File: config.mk
export PLATFORM = sky130hd
export DESIGN_NAME = tsp_2opt_sched
export DESIGN_NICKNAME = d
export VERILOG_FILES = /design/src/rtl/tsp_2opt_sched.sv
export SDC_FILE = /design/constraint.sdc
export NUM_CORES = 1
export LEC_CHECK = 0
export CORE_ASPECT_RATIO = 0.8
export CORE_MARGIN = 10
export CORE_UTILIZATION = 56
export CTS_CLUSTER_SIZE = 24
export DETAILED_ROUTE_END_ITERATION = 8
export PLACE_DENSITY_LB_ADDON = 0.25
export SYNTH_ARGS = -nofsm -noshare
export SYNTH_HDL_FRONTEND = slang
export SYNTH_SLANG_ARGS = --single-unit
export TNS_END_PERCENT = 5
File: constraint.sdc
create_clock -name clk -period 5.6 [get_ports clk]
set_clock_uncertainty 0.15 [all_clocks]
set_input_delay 1.12 -clock clk [delete_from_list [all_inputs] [get_ports clk]]
set_output_delay 1.12 -clock clk [all_outputs]
set_load 0.01 [all_outputs]
File: src/rtl/tsp_2opt_sched.sv
// tsp_2opt_sched: 2-opt move scheduler for the TSP engine.
// It walks every legal (i, j) edge pair through the shared gain evaluator.
// When a pair reports a positive gain, it asks the reversal unit to reverse path[i+1..j].
// Full sweeps repeat until a sweep makes no improvement, or until the optional sweep cap is hit.
// Optional feature macro: TSP_SCHED_RESTART_EN. When it is defined, every completed reversal
// restarts the sweep at (0, 2).
module tsp_2opt_sched #(
    parameter int N          = 64,
    parameter int IDX_W      = 6,
    parameter int GAIN_W     = 12,
    parameter int MAX_SWEEPS = 0
) (
    input  logic                     clk,
    input  logic                     rst_n,
    input  logic                     start,
    output logic                     busy,
    output logic                     done,
    output logic                     ev_valid,
    input  logic                     ev_ready,
    output logic [IDX_W-1:0]         ev_i,
    output logic [IDX_W-1:0]         ev_j,
    input  logic                     res_valid,
    input  logic signed [GAIN_W-1:0] res_gain,
    output logic                     rev_valid,
    input  logic                     rev_ready,
    output logic [IDX_W-1:0]         rev_lo,
    output logic [IDX_W-1:0]         rev_hi,
    input  logic                     rev_done,
    output logic [15:0]              sweep_cnt,
    output logic [15:0]              improve_cnt
);

    localparam logic [2:0] S_IDLE     = 3'd0;
    localparam logic [2:0] S_ISSUE    = 3'd1;
    localparam logic [2:0] S_WAIT_RES = 3'd2;
    localparam logic [2:0] S_REVERSE  = 3'd3;
    localparam logic [2:0] S_WAIT_REV = 3'd4;
    localparam logic [2:0] S_DONE     = 3'd5;

    localparam logic [IDX_W-1:0] IDX_ZERO   = '0;
    localparam logic [IDX_W-1:0] IDX_ONE    = IDX_W'(1);
    localparam logic [IDX_W-1:0] IDX_TWO    = IDX_W'(2);
    localparam logic [IDX_W-1:0] IDX_THREE  = IDX_W'(3);
    localparam logic [IDX_W-1:0] LAST_I     = IDX_W'(N - 3);
    localparam logic [IDX_W-1:0] LAST_J     = IDX_W'(N - 1);
    localparam logic [IDX_W-1:0] SKIP_J     = IDX_W'(N - 2);
    localparam logic             CAP_EN     = (MAX_SWEEPS != 0);
    localparam logic [15:0]      CAP_SWEEPS = 16'(MAX_SWEEPS);

    logic [2:0]       state_q, state_d;
    logic [IDX_W-1:0] i_q, i_d, j_q, j_d;
    logic             imp_q, imp_d;
    logic [15:0]      sweep_q, sweep_d, improve_q, improve_d;
    logic             busy_q, busy_d, done_q, done_d;
    logic             ev_valid_q, ev_valid_d, rev_valid_q, rev_valid_d;
    logic [IDX_W-1:0] ev_i_q, ev_i_d, ev_j_q, ev_j_d;
    logic [IDX_W-1:0] rev_lo_q, rev_lo_d, rev_hi_q, rev_hi_d;

    logic [IDX_W-1:0] adv_i, adv_j;
    logic             sweep_end;
    logic             do_adv;
    logic             gain_pos;

    // A gain is positive when the sign bit is clear and the value is nonzero.
    assign gain_pos = !res_gain[GAIN_W-1] && (res_gain != '0);

    // Successor of the current pair. The (0, N-1) pair is skipped because its two edges are adjacent.
    always_comb begin
        adv_i     = i_q;
        adv_j     = j_q;
        sweep_end = 1'b0;
        if (i_q == LAST_I && j_q == LAST_J) begin
            sweep_end = 1'b1;
        end else if (i_q == IDX_ZERO && j_q == SKIP_J) begin
            adv_i = IDX_ONE;
            adv_j = IDX_THREE;
        end else if (j_q != LAST_J) begin
            adv_j = j_q + IDX_ONE;
        end else begin
            adv_i = i_q + IDX_ONE;
            adv_j = i_q + IDX_THREE;
        end
    end

    // Next-state logic for the FSM, the pair register, the counters, and the registered outputs.
    always_comb begin
        state_d   = state_q;
        i_d       = i_q;
        j_d       = j_q;
        imp_d     = imp_q;
        sweep_d   = sweep_q;
        improve_d = improve_q;
        do_adv    = 1'b0;

        case (state_q)
            S_IDLE, S_DONE: begin
                if (start) begin
                    sweep_d   = '0;
                    improve_d = '0;
                    imp_d     = 1'b0;
                    i_d       = IDX_ZERO;
                    j_d       = IDX_TWO;
                    state_d   = S_ISSUE;
                end
            end
            S_ISSUE: begin
                if (ev_valid_q && ev_ready) begin
                    state_d = S_WAIT_RES;
                end
            end
            S_WAIT_RES: begin
                if (res_valid) begin
                    if (gain_pos) begin
                        state_d = S_REVERSE;
                    end else begin
                        do_adv = 1'b1;
                    end
                end
            end
            S_REVERSE: begin
                if (rev_valid_q && rev_ready) begin
                    state_d   = S_WAIT_REV;
                    imp_d     = 1'b1;
                    improve_d = (improve_q == 16'hFFFF) ? improve_q : improve_q + 16'd1;
                end
            end
            S_WAIT_REV: begin
                if (rev_done) begin
`ifdef TSP_SCHED_RESTART_EN
                    // After a reversal the sweep starts over, so a sweep only ends with no reversal in it.
                    i_d     = IDX_ZERO;
                    j_d     = IDX_TWO;
                    imp_d   = 1'b0;
                    state_d = S_ISSUE;
`else
                    do_adv = 1'b1;
`endif
                end
            end
            default: state_d = S_IDLE;
        endcase

        if (do_adv) begin
            if (sweep_end) begin
                sweep_d = (sweep_q == 16'hFFFF) ? sweep_q : sweep_q + 16'd1;
                if (!imp_q || (CAP_EN && sweep_d >= CAP_SWEEPS)) begin
                    state_d = S_DONE;
                end else begin
                    imp_d   = 1'b0;
                    i_d     = IDX_ZERO;
                    j_d     = IDX_TWO;
                    state_d = S_ISSUE;
                end
            end else begin
                i_d     = adv_i;
                j_d     = adv_j;
                state_d = S_ISSUE;
            end
        end

        // Outputs are decoded from the next state, so each output is a flop.
        ev_valid_d  = (state_d == S_ISSUE);
        ev_i_d      = ev_valid_d ? i_d : IDX_ZERO;
        ev_j_d      = ev_valid_d ? j_d : IDX_ZERO;
        rev_valid_d = (state_d == S_REVERSE);
        rev_lo_d    = rev_valid_d ? (i_d + IDX_ONE) : IDX_ZERO;
        rev_hi_d    = rev_valid_d ? j_d : IDX_ZERO;
        busy_d      = (state_d == S_ISSUE) || (state_d == S_WAIT_RES) ||
                      (state_d == S_REVERSE) || (state_d == S_WAIT_REV);
        done_d      = (state_d == S_DONE);
    end

    // State and output registers. rst_n is an asynchronous reset that abandons any operation in progress.
    always_ff @(posedge clk or negedge rst_n) begin
        if (!rst_n) begin
            state_q     <= S_IDLE;
            i_q         <= IDX_ZERO;
            j_q         <= IDX_TWO;
            imp_q       <= 1'b0;
            sweep_q     <= '0;
            improve_q   <= '0;
            busy_q      <= 1'b0;
            done_q      <= 1'b0;
            ev_valid_q  <= 1'b0;
            ev_i_q      <= '0;
            ev_j_q      <= '0;
            rev_valid_q <= 1'b0;
            rev_lo_q    <= '0;
            rev_hi_q    <= '0;
        end else begin
            state_q     <= state_d;
            i_q         <= i_d;
            j_q         <= j_d;
            imp_q       <= imp_d;
            sweep_q     <= sweep_d;
            improve_q   <= improve_d;
            busy_q      <= busy_d;
            done_q      <= done_d;
            ev_valid_q  <= ev_valid_d;
            ev_i_q      <= ev_i_d;
            ev_j_q      <= ev_j_d;
            rev_valid_q <= rev_valid_d;
            rev_lo_q    <= rev_lo_d;
            rev_hi_q    <= rev_hi_d;
        end
    end

    assign busy        = busy_q;
    assign done        = done_q;
    assign ev_valid    = ev_valid_q;
    assign ev_i        = ev_i_q;
    assign ev_j        = ev_j_q;
    assign rev_valid   = rev_valid_q;
    assign rev_lo      = rev_lo_q;
    assign rev_hi      = rev_hi_q;
    assign sweep_cnt   = sweep_q;
    assign improve_cnt = improve_q;

endmodule

# ---- After elaboration in Yosys (flattened, before gate mapping)
# Cells that the tools add are included.
dict set report op_classes {
  add_sub_neg 6
  eq_ne 20
  mux 49
  reduce_logical 15
}
# cell n
set ops {}
lappend ops {{$mux 16} 8}
lappend ops {{$mux 6} 20}
lappend ops {{$add 16x1->16 const B} 2}
lappend ops {{$eq 16x16->1 const B} 2}
lappend ops {{$pmux 16 s2} 1}
lappend ops {{$mux 3} 8}
lappend ops {{$add 6x1->6 const B} 3}
lappend ops {{$eq 6x6->1 const B} 3}
lappend ops {{$pmux 3 s5} 1}
lappend ops {{$eq 3x2->1 const B} 4}
lappend ops {{$eq 3x3->1 const B} 4}
lappend ops {{$reduce_bool 12->1} 1}
lappend ops {{$mux 1} 9}
lappend ops {{$add 6x2->6 const B} 1}
lappend ops {{$eq 3x1->1 const B} 2}
lappend ops {{$logic_not 6->1} 1}
lappend ops {{$ne 2x2->1 const B} 3}
lappend ops {{$ne 6x6->1 const B} 1}
lappend ops {{$logic_and 1x1->1} 5}
lappend ops {{$pmux 1 s2} 2}
lappend ops {{$reduce_and 4->1} 1}
lappend ops {{$logic_not 3->1} 1}
lappend ops {{$logic_or 1x1->1} 3}
lappend ops {{$ne 3x3->1 const B} 1}
lappend ops {{other kinds (3)} 3}
dict set report word_totals {
  reg_bits 76
  in_bits 19
  elab_cells 104
}

# ---- Logic depth before layout (Yosys ltp)
# Gate-level depths: netlist of the first run.
dict set report depth {
  depth_word 10
  mapped_depth 12
  depth_no_buf 12
}

# ---- Worst setup path after synthesis of the first run
# Ideal clock, no wire load.
dict set report synth_timing {
  path_kind {in2reg}
  startpoint {input res_gain[1]}
  endpoint {register rev_lo_q[4], in the netlist rev_lo[4]}
  setup_ps 124
  arrival_ps 3142
  path_slack_ps 2185
  path_stages 10
  path_cell_list {nor4_2 > nand4_4 > a2bb2oi_1 > nor2_2 > a221oi_4 > inv_2 > ha_1 > a21boi_1 > a21oi_1 > nor3b_2}
}
dict set report synth_between {
  elab_chain_cells 8
  word_cells_on_any_way 13
  cone_classes {1 x add/sub; 1 x eq/ne; 9 x mux; 2 x reduce/logical}
}
# item line
set synth_lines {}
lappend synth_lines {{start: declaration} 23} ;# input logic signed [GAIN_W-1:0] res_gain,
lappend synth_lines {{$reduce_bool 12->1} 65} ;# assign gain_pos = !res_gain[GAIN_W-1] && (res_gain != '0);
lappend synth_lines {{$logic_and 1x1->1} 65}
lappend synth_lines {{$mux 1} 113} ;# if (gain_pos) begin
lappend synth_lines {{$mux 1} 112} ;# if (res_valid) begin
lappend synth_lines {{$pmux 1 s2} 95} ;# case (state_q)
lappend synth_lines {{$mux 6} 143} ;# if (do_adv) begin
lappend synth_lines {{via i_d[1]} 51} ;# logic [IDX_W-1:0] i_q, i_d, j_q, j_d;
lappend synth_lines {{$add 6x1->6} 166} ;# rev_lo_d = rev_valid_d ? (i_d + IDX_ONE) : IDX_ZERO;
lappend synth_lines {{$mux 6} 166}
lappend synth_lines {{via rev_lo_d[4]} 57} ;# logic [IDX_W-1:0] rev_lo_q, rev_lo_d, rev_hi_q, rev_hi_d;
lappend synth_lines {{end signal: assignment} 203} ;# rev_lo_q <= rev_lo_d;
lappend synth_lines {{end: declaration} 57}
# The timed path passes the listed nets, and every way through them passes these cells.
# A chain may end at the register's enable or synchronous reset.

# ---- Worst setup path in the final report of the first run
# Ends and elaborated chain as after synthesis.

==> results_dict.tcl, run 1 <==
set metrics [dict create \
    outcome "finished with violations" \
    violations "design-rule violations" \
    max_clock_freq_mhz 264 \
    rsz0062_at_grt "false" \
    relSlewSlack_pct 17.1 \
    setup_tns_ns 0 \
    drt_iter0_markers 143 \
    cts_resized 0 \
    arrival_ns 3.88 \
    fin_crit_ns 3.79 \
    vdd_drop_max_v 0.000170 \
    power.share.switching_pct 33.5 \
    setup.worst_path.end_class "flip-flop" \
    io_pins 79 \
    ys_warn_count 0 \
    multiInputGateArea_um2 1900 \
    grt_overflow_total 0 \
    yosys-top-cells-area "dfrtp_1 (48%), xor2_1 (4.9%), nor2_1 (4.3%)" \
    place_congestion 0.885 \
    dieArea_um2 10800 \
    yosys.area.top_type "dfrtp_1" \
    comb_power_share_pct 26.5 \
    synth.avg_cell_area_um2 9.93 \
    die_x_um 114 \
    final_nets 503 \
    dr.pass1.iters 8 \
    rows 27 \
    htree_num_levels 3 \
    worstPathRequired_ns 5.70 \
    p_sw_mw 0.512 \
    ys_ff_latch 76 \
    setup_viol 0 \
    hold_class "reg -> reg" \
    antenna_found_initial 0 \
    synth.most_common_cell "dfrtp_1" \
    clock_latency_ns 0.36 \
    placed_cell_area_um2 4780 \
    synthCells 396 \
    clock-sinks 76 \
    worstSetupPathType "in -> reg" \
    port_buffers 78 \
    start_util_pct 57.4 \
    intPower_mw 1.02 \
    netlist_area_um2 3930 \
    synth_edf_count 0 \
    pwr-share-clk_pct 31.0 \
    nFillCells 512 \
    drv_slew 0 \
    utilization_pct 73.0 \
    grt_pass1_wl_mm 16.3 \
    post-route-drc-count 1 \
    num_vias 3294 \
    syn_nets 423 \
    ant_nets 0 \
    antenna_cells 0 \
    p_leak_nw 2.18 \
    die_h_um 95.0 \
    synth_common_cells "dfrtp_1 (75), nor2_1 (45), nand2_1 (28), xor2_1 (22), o21ai_0 (20)" \
    core-area_um2 6860 \
    clk_pin_slew_ns 0.08 \
    path_max_fanout 6 \
    ys.flop_type "dfrtp_1" \
    yosysSeqAreaShare_pct 48.4 \
    grt_max_degree 45 \
    drive_above_1_share_pct 8.94 \
    power_mw 1.53 \
    final_area_um2 5010 \
    vias_per_cell 5.80 \
    yosysUniqueCellTypes 67 \
    cts_buffers 9 \
    synthArstFlopShare_pct 100 \
    avgRoutedWirePerCell_um 17.6 \
    cts_hold_buffers 0 \
    max-cap-violations 0 \
    wl_mm 9.99 \
    hpwlAfterDp_mm 7.18 \
    grt_pass1_vias 3177 \
    cp-start-kind "input port" \
    seqPwrFrac_pct 42.5 \
    min_period_over_period_pct 67.6 \
    netlist.area_leader.share_pct 47.7 \
    worst_pin_slew_ns 1.23 \
    cts-root-buf "clkbuf_8" \
    post_cts_buffers 0 \
    seq_area_um2 1900 \
    clock_path_buffers 2 \
    hold_violations 0 \
    grt.total_usage_pct 18.8 \
    power_density_nw_per_um2 305 \
    cts_tree "done" \
    syn_to_final_growth_pct 27.3 \
]
-- layout by cell type (no fill, tap or decap), types with 4 or more instances in the layout --
| cell | netlist | routed |
|---|---|---|
| inv_1 | 19 | 19 |
| nand2_1 | 28 | 28 |
| a21oi_1 | 13 | 13 |
| clkdlybuf4s50_1 | 0 | 77 |
| o21ai_0 | 20 | 20 |
| xor2_1 | 22 | 22 |
| xnor2_1 | 7 | 7 |
| nand4_1 | 12 | 12 |
| and2_1 | 8 | 8 |
| ha_1 | 8 | 8 |
| clkbuf_8 | 0 | 10 |
| nor3_1 | 14 | 14 |
| nor2_1 | 45 | 45 |
| nand3_1 | 18 | 18 |
| o22ai_1 | 4 | 4 |
| a31oi_1 | 5 | 5 |
| nor2b_1 | 4 | 4 |
| and3_1 | 12 | 12 |
| a22oi_1 | 4 | 4 |
| dfrtp_1 | 75 | 75 |
| and4_1 | 5 | 5 |
-- power groups by stage --
| stage | Sequential [mW] | Clock (mW) | Combinational, mW |
|---|---|---|---|
| after floorplan | 0.649 | 0 | 0.254 |
| after global placement | 0.653 | 0 | 0.395 |
| after detailed placement | 0.657 | 0 | 0.401 |
| after CTS | 0.648 | 0.482 | 0.404 |
| after global routing | 0.657 | 0.504 | 0.452 |
| final | 0.650 | 0.473 | 0.405 |
-- per-stage QoR --
stage | hold slack [ns] | cells | setup slack (ns)
detailed placement | 0.363 | 552 | 1.47
global route | 0.402 | 568 | 1.65
CTS | 0.375 | 568 | 1.84
finish | 0.375 | 568 | 1.81
floorplan | 0.375 | 396 | 2.18
global placement | 0.351 | 552 | 1.60
-- layer usage --
layer	global-route usage, %	wire, µm
met4	5.80	132
met1	25.2	4600
met2	27.7	4340
met5	0	0
met3	6.84	919
-- worst paths after layout --
path	start	end	slack [ns]	depth (start not counted)
max	res_gain[1]	rev_lo[4]	1.81	11
min	sweep_cnt[13]	sweep_cnt[13]	0.38	1
max reg2reg	j_q[1]	rev_lo[4]	2.36	11
min reg2reg	sweep_cnt[13]	sweep_cnt[13]	0.38	1
max in group asynchronous	rst_n	ev_valid	3.60	2
min in group asynchronous	rst_n	state_q[1]	0.68	1
-- cell families after synthesis --
logic type	synth area share [%]
DFF	48.4
xor gates and xnor gates	6.46
adders and majority gates	2.54
AOI/OAI and AO/OA	14.2
muxes	0.509
and+or+nand+nor	24.6
buffers and inverters	3.40
-- worst max-delay path, cell delays in order --
cell,delay (ns)
clkdlybuf4s50_1,0.42
nor4_2,0.45
nand4_4,0.25
a2bb2oi_1,0.38
nor2_2,0.14
a221oi_4,0.42
inv_2,0.09
ha_1,0.21
a21boi_1,0.15
a21oi_1,0.19
nor3b_2,0.06
-- registers in the layout (all words and copies together) (netlist names), 3 cells and up --
signal	cells
rev_hi	6
sweep_cnt	16
ev_j	6
j_q	6
state_q	3
improve_cnt	16
rev_lo	6
i_q	6
ev_i	6
-- layout make-up --
type                    instances  area share (%)
flip-flops and latches         76            38.0
multi-input cells             288            37.9
repair buffers                 81            15.9
clock buffers                  11            2.82
well taps                      87            2.17
clock inverters                 5            1.67
inverters                      20            1.50
(Power assumes the default switching activity.)
==> run 2: changes to the inputs <==
Settings changed: CORE_UTILIZATION 56 to 52.
Clock period 5.6 ns to 3.7 ns, I/O delays scaled along.
==> results_dict.tcl, run 2 (synthesis gave the netlist of run 1 again) <==
set metrics [dict create \
    outcome "complete, no violations" \
    ant_nets 0 \
    nFillCells 564 \
    num_vias 3291 \
    antenna_cells 0 \
    p_leak_nw 2.20 \
    relSlewSlack_pct 17.6 \
    rsz0062_at_grt "false" \
    vdd_drop_max_v 0.000259 \
    drt_iter0_markers 185 \
    r2r_slack_ns 0.55 \
    grt_overflow_total 0 \
    core-area_um2 7390 \
    drive_above_1_share_pct 9.47 \
    hpwlAfterDp_mm 7.14 \
    grt_pass1_vias 3173 \
    cts_buffers 9 \
    hold_depth 1 \
    path_max_fanout 4 \
    worst_path_max_delay_cell "nor4_2" \
    cts_tree "done" \
    rr_worst_depth 11 \
    die_x_um 117 \
    antenna_found_initial 0 \
    dp.cells 575 \
    cpPeakStageDelay_ns 0.43 \
    worst_pin_slew_ns 1.22 \
    die_h_um 97.8 \
    placed_cell_area_um2 4840 \
    post-route-drc-count 0 \
    vias_per_cell 5.57 \
    fin_ws_ns 0.531 \
    max-cap-violations 0 \
    arrival_ns 3.24 \
    worstSetupPathType "in -> reg" \
    start_util_pct 53.2 \
    final_area_um2 5050 \
    hold_class "reg -> reg" \
    multiInputGateArea_um2 1900 \
    cts_resized 0 \
    clk_pin_slew_ns 0.08 \
    port_buffers 78 \
    fin_crit_ns 3.17 \
    io_pins 79 \
    grt_max_degree 77 \
    min_period_over_period_pct 85.6 \
    clock_path_buffers 2 \
    cts_hold_buffers 0 \
    dp_slack_ns 0.212 \
    dr.pass1.iters 4 \
    final_nets 508 \
    post_cts_buffers 0 \
    rows 28 \
    htree_num_levels 3 \
    syn_to_final_growth_pct 28.5 \
    cp-start-kind "input port" \
    avgRoutedWirePerCell_um 16.6 \
    clock-sinks 76 \
    final_cell_mix "clkdlybuf4s50_1 (77), dfrtp_1 (75), nor2_1 (45), nand2_1 (28), xor2_1 (22)" \
    layout_commonest_cell "clkdlybuf4s50_1" \
    setup_tns_ns 0 \
    setup.worst_path.end_class "flip-flop" \
    grt_pass1_wl_mm 16.0 \
    wl_mm 9.78 \
    place_congestion 0.887 \
    setup_viol 0 \
    dieArea_um2 11500 \
    worstPathRequired_ns 3.77 \
    drv_slew 0 \
    seq_area_um2 1900 \
    cts-root-buf "clkbuf_8" \
    grt.total_usage_pct 17.3 \
    power_density_nw_per_um2 454 \
    clock_latency_ns 0.35 \
    hold_violations 0 \
    final_cells 591 \
    max_clock_freq_mhz 316 \
    crit_chain "clkdlybuf4s50_1, nor4_2, nand4_4, a2bb2oi_1, nor2_2, a221oi_4, inv_2, ha_1, a21boi_1, a21oi_1, nor3b_2" \
]
run 2: cell count changes in the layout (fill, tap and decap cells not counted), sizes merged:
cell and delta:
inv -1, clkinvlp -2, buf +5, clkinv +2, clkbuf +1
run 2: layout make-up:
cell class                 count  area share [%]
tap                          105            2.60
inverter                      20            1.49
clock inverter                 4            1.46
sequential                    76            37.7
multi-input combinational    288            37.5
timing repair buffer          86            16.6
clock buffer                  12            2.67
run 2: through the flow:
step / hold slack [ns] / utilization, % / power (mW)
floorplan: 0.294 / - / 1.37
global placement: 0.354 / 65.5 / 1.62
detailed placement: 0.362 / 65.5 / 1.63
CTS: 0.372 / 68.4 / 2.32
global route: 0.407 / 68.4 / 2.43
finish: 0.367 / 68.4 / 2.30
run 2: routing by layer:
metal	up-vias	part of all wire, %	track usage, %
met5	-	0	0
met4	0	1.2	5.31
met3	10	8.9	6.30
met2	103	43	24.6
met1	1594	47	24.0
li1	1584	-	-
run 2: worst paths after layout:
kind                                  to          start
hold reg to reg            sweep_cnt[13]  sweep_cnt[13]
setup / recovery               rev_lo[4]    res_gain[1]
min in group asynchronous        ev_j[1]          rst_n
max in group asynchronous      rev_lo[4]          rst_n
hold / removal             sweep_cnt[13]  sweep_cnt[13]
setup reg to reg               rev_lo[4]         j_q[1]
run 2: report_power, final:
group          switching, mW  internal [mW]
clock network          0.296          0.381
registers             0.0735          0.904
logic                  0.380          0.261
total                  0.750           1.55
run 2: critical path: cells and delay by family:
kind,cells,cell delay [ns]
buf+inv,2,0.50
fa+ha+maj,1,0.20
simple gates,4,0.78
compound gates,4,1.03
==> run 3: changes to the inputs <==
Settings changed: CORE_UTILIZATION 52 to 56, CTS_CLUSTER_DIAMETER set to 60.
Clock period 3.7 ns to 3.9 ns, I/O delays scaled along.
==> results_dict.tcl, run 3 (synthesis gave the netlist of run 1 again) <==
set metrics [dict create \
    htree_num_levels 3 \
    grt_overflow_total 0 \
    dr.pass1.iters 5 \
    cts-root-buf "clkbuf_8" \
    post-route-drc-count 0 \
    clock_latency_ns 0.36 \
    grt_pass1_wl_mm 16.1 \
    clk_pin_slew_ns 0.07 \
    cts_tree "done" \
    final_area_um2 5080 \
    final_nets 506 \
    worst_pin_slew_ns 1.22 \
    arrival_ns 3.41 \
    utilization_pct 74.1 \
    final_cells 571 \
    hpwlAfterDp_mm 7.29 \
    worst_path_max_delay_cell "nor4_2" \
    grt.total_usage_pct 18.6 \
    place_congestion 0.926 \
    drt_iter0_markers 234 \
    drv_slew 0 \
    io_pins 79 \
    dieArea_um2 10800 \
    max-cap-violations 0 \
    port_buffers 78 \
    crit_chain "clkdlybuf4s50_1, nor4_2, nand4_4, a2bb2oi_1, nor2_2, a221oi_4, inv_2, ha_1, a21boi_1, a21oi_1, nor3b_2" \
    max_clock_freq_mhz 302 \
    ant_nets 0 \
    num_vias 3303 \
    p_leak_nw 2.22 \
    placed_cell_area_um2 4820 \
    setup_viol 0 \
    worstSetupPathType "in -> reg" \
    dp.cells 555 \
    holdWs_ns 0.367 \
    cpPeakStageDelay_ns 0.44 \
    layout_commonest_cell "clkdlybuf4s50_1" \
    setup.worst_path.end_class "flip-flop" \
    path_max_fanout 5 \
    cp-start-kind "input port" \
    avgRoutedWirePerCell_um 17.5 \
    vdd_drop_max_v 0.000268 \
    relSlewSlack_pct 17.9 \
    drive_above_1_share_pct 9.50 \
    worstPathRequired_ns 3.99 \
    rows 27 \
    die_h_um 95.0 \
    post_cts_buffers 0 \
    final_cell_mix "clkdlybuf4s50_1 (77), dfrtp_1 (75), nor2_1 (45), nand2_1 (28), xor2_1 (22)" \
    rr_worst_depth 11 \
    cts_hold_buffers 0 \
    r2r_slack_ns 0.63 \
    rsz0062_at_grt "false" \
    clock-sinks 76 \
    grt_max_degree 41 \
    antenna_found_initial 0 \
    syn_to_final_growth_pct 29.2 \
    r2r_start "j_q[1]" \
    min_period_over_period_pct 85.0 \
    hold_violations 0 \
    r2r-end "rev_lo[4]" \
    cts_buffers 9 \
    vias_per_cell 5.78 \
    outcome "complete, no violations" \
    cts_resized 0 \
    die_x_um 114 \
    hold_class "in -> async" \
    setup_tns_ns 0 \
    grt_pass1_vias 3107 \
    antenna_cells 0 \
    start_util_pct 57.4 \
    wl_mm 9.98 \
    core-area_um2 6860 \
    power_density_nw_per_um2 455 \
    fin_crit_ns 3.32 \
    clock_path_buffers 2 \
]
## run 3: power breakdown
part	switching, mW	internal, mW	leakage, nW
Clock	0.297	0.491	0.127
Sequential	0.0695	0.857	1.05
Combinational	0.359	0.238	1.05
## run 3: layout make-up
class	instances	area, µm²
flip-flops and latches	76	1900
multi-input cells	288	1900
fillers	475	1780
repair buffers	84	833
clock inverters	6	136
clock buffers	10	128
well taps	87	109
inverters	20	75.1
## run 3: metal layers
metal | wire length (µm) | global-route usage, % | vias up
li1 | - | - | 1583
met5 | 0 | 0 | -
met4 | 101 | 4.22 | 0
met1 | 4590 | 25.1 | 1573
met3 | 1000 | 7.86 | 13
met2 | 4290 | 27.0 | 134
## run 3: worst max-delay path, delay by kind of cell
family,cells,cell delay [ns]
buffers and inverters,2,0.49
adder cells (fa/ha/maj),1,0.20
AO/OA/AOI/OAI,4,1.15
AND/OR/NAND/NOR,4,0.78
## run 3: how the worst max path moves through the flow
stage          slack, ns         from         to
3_3_place_gp        0.33  res_gain[1]  rev_lo[4]
4_1_cts             0.58  res_gain[1]  rev_lo[4]
6_report            0.58  res_gain[2]  rev_lo[4]
5_1_grt             0.37  res_gain[2]  rev_lo[4]
2_1_floorplan       0.82  res_gain[1]  rev_lo[4]
3_5_place_dp        0.22  res_gain[1]  rev_lo[4]
## run 3: through the flow
step	total power, mW	setup WS, ns
detailed placement	1.53	0.222
global placement	1.52	0.329
finish	2.31	0.584
floorplan	1.30	0.825
CTS	2.33	0.583
global route	2.44	0.370
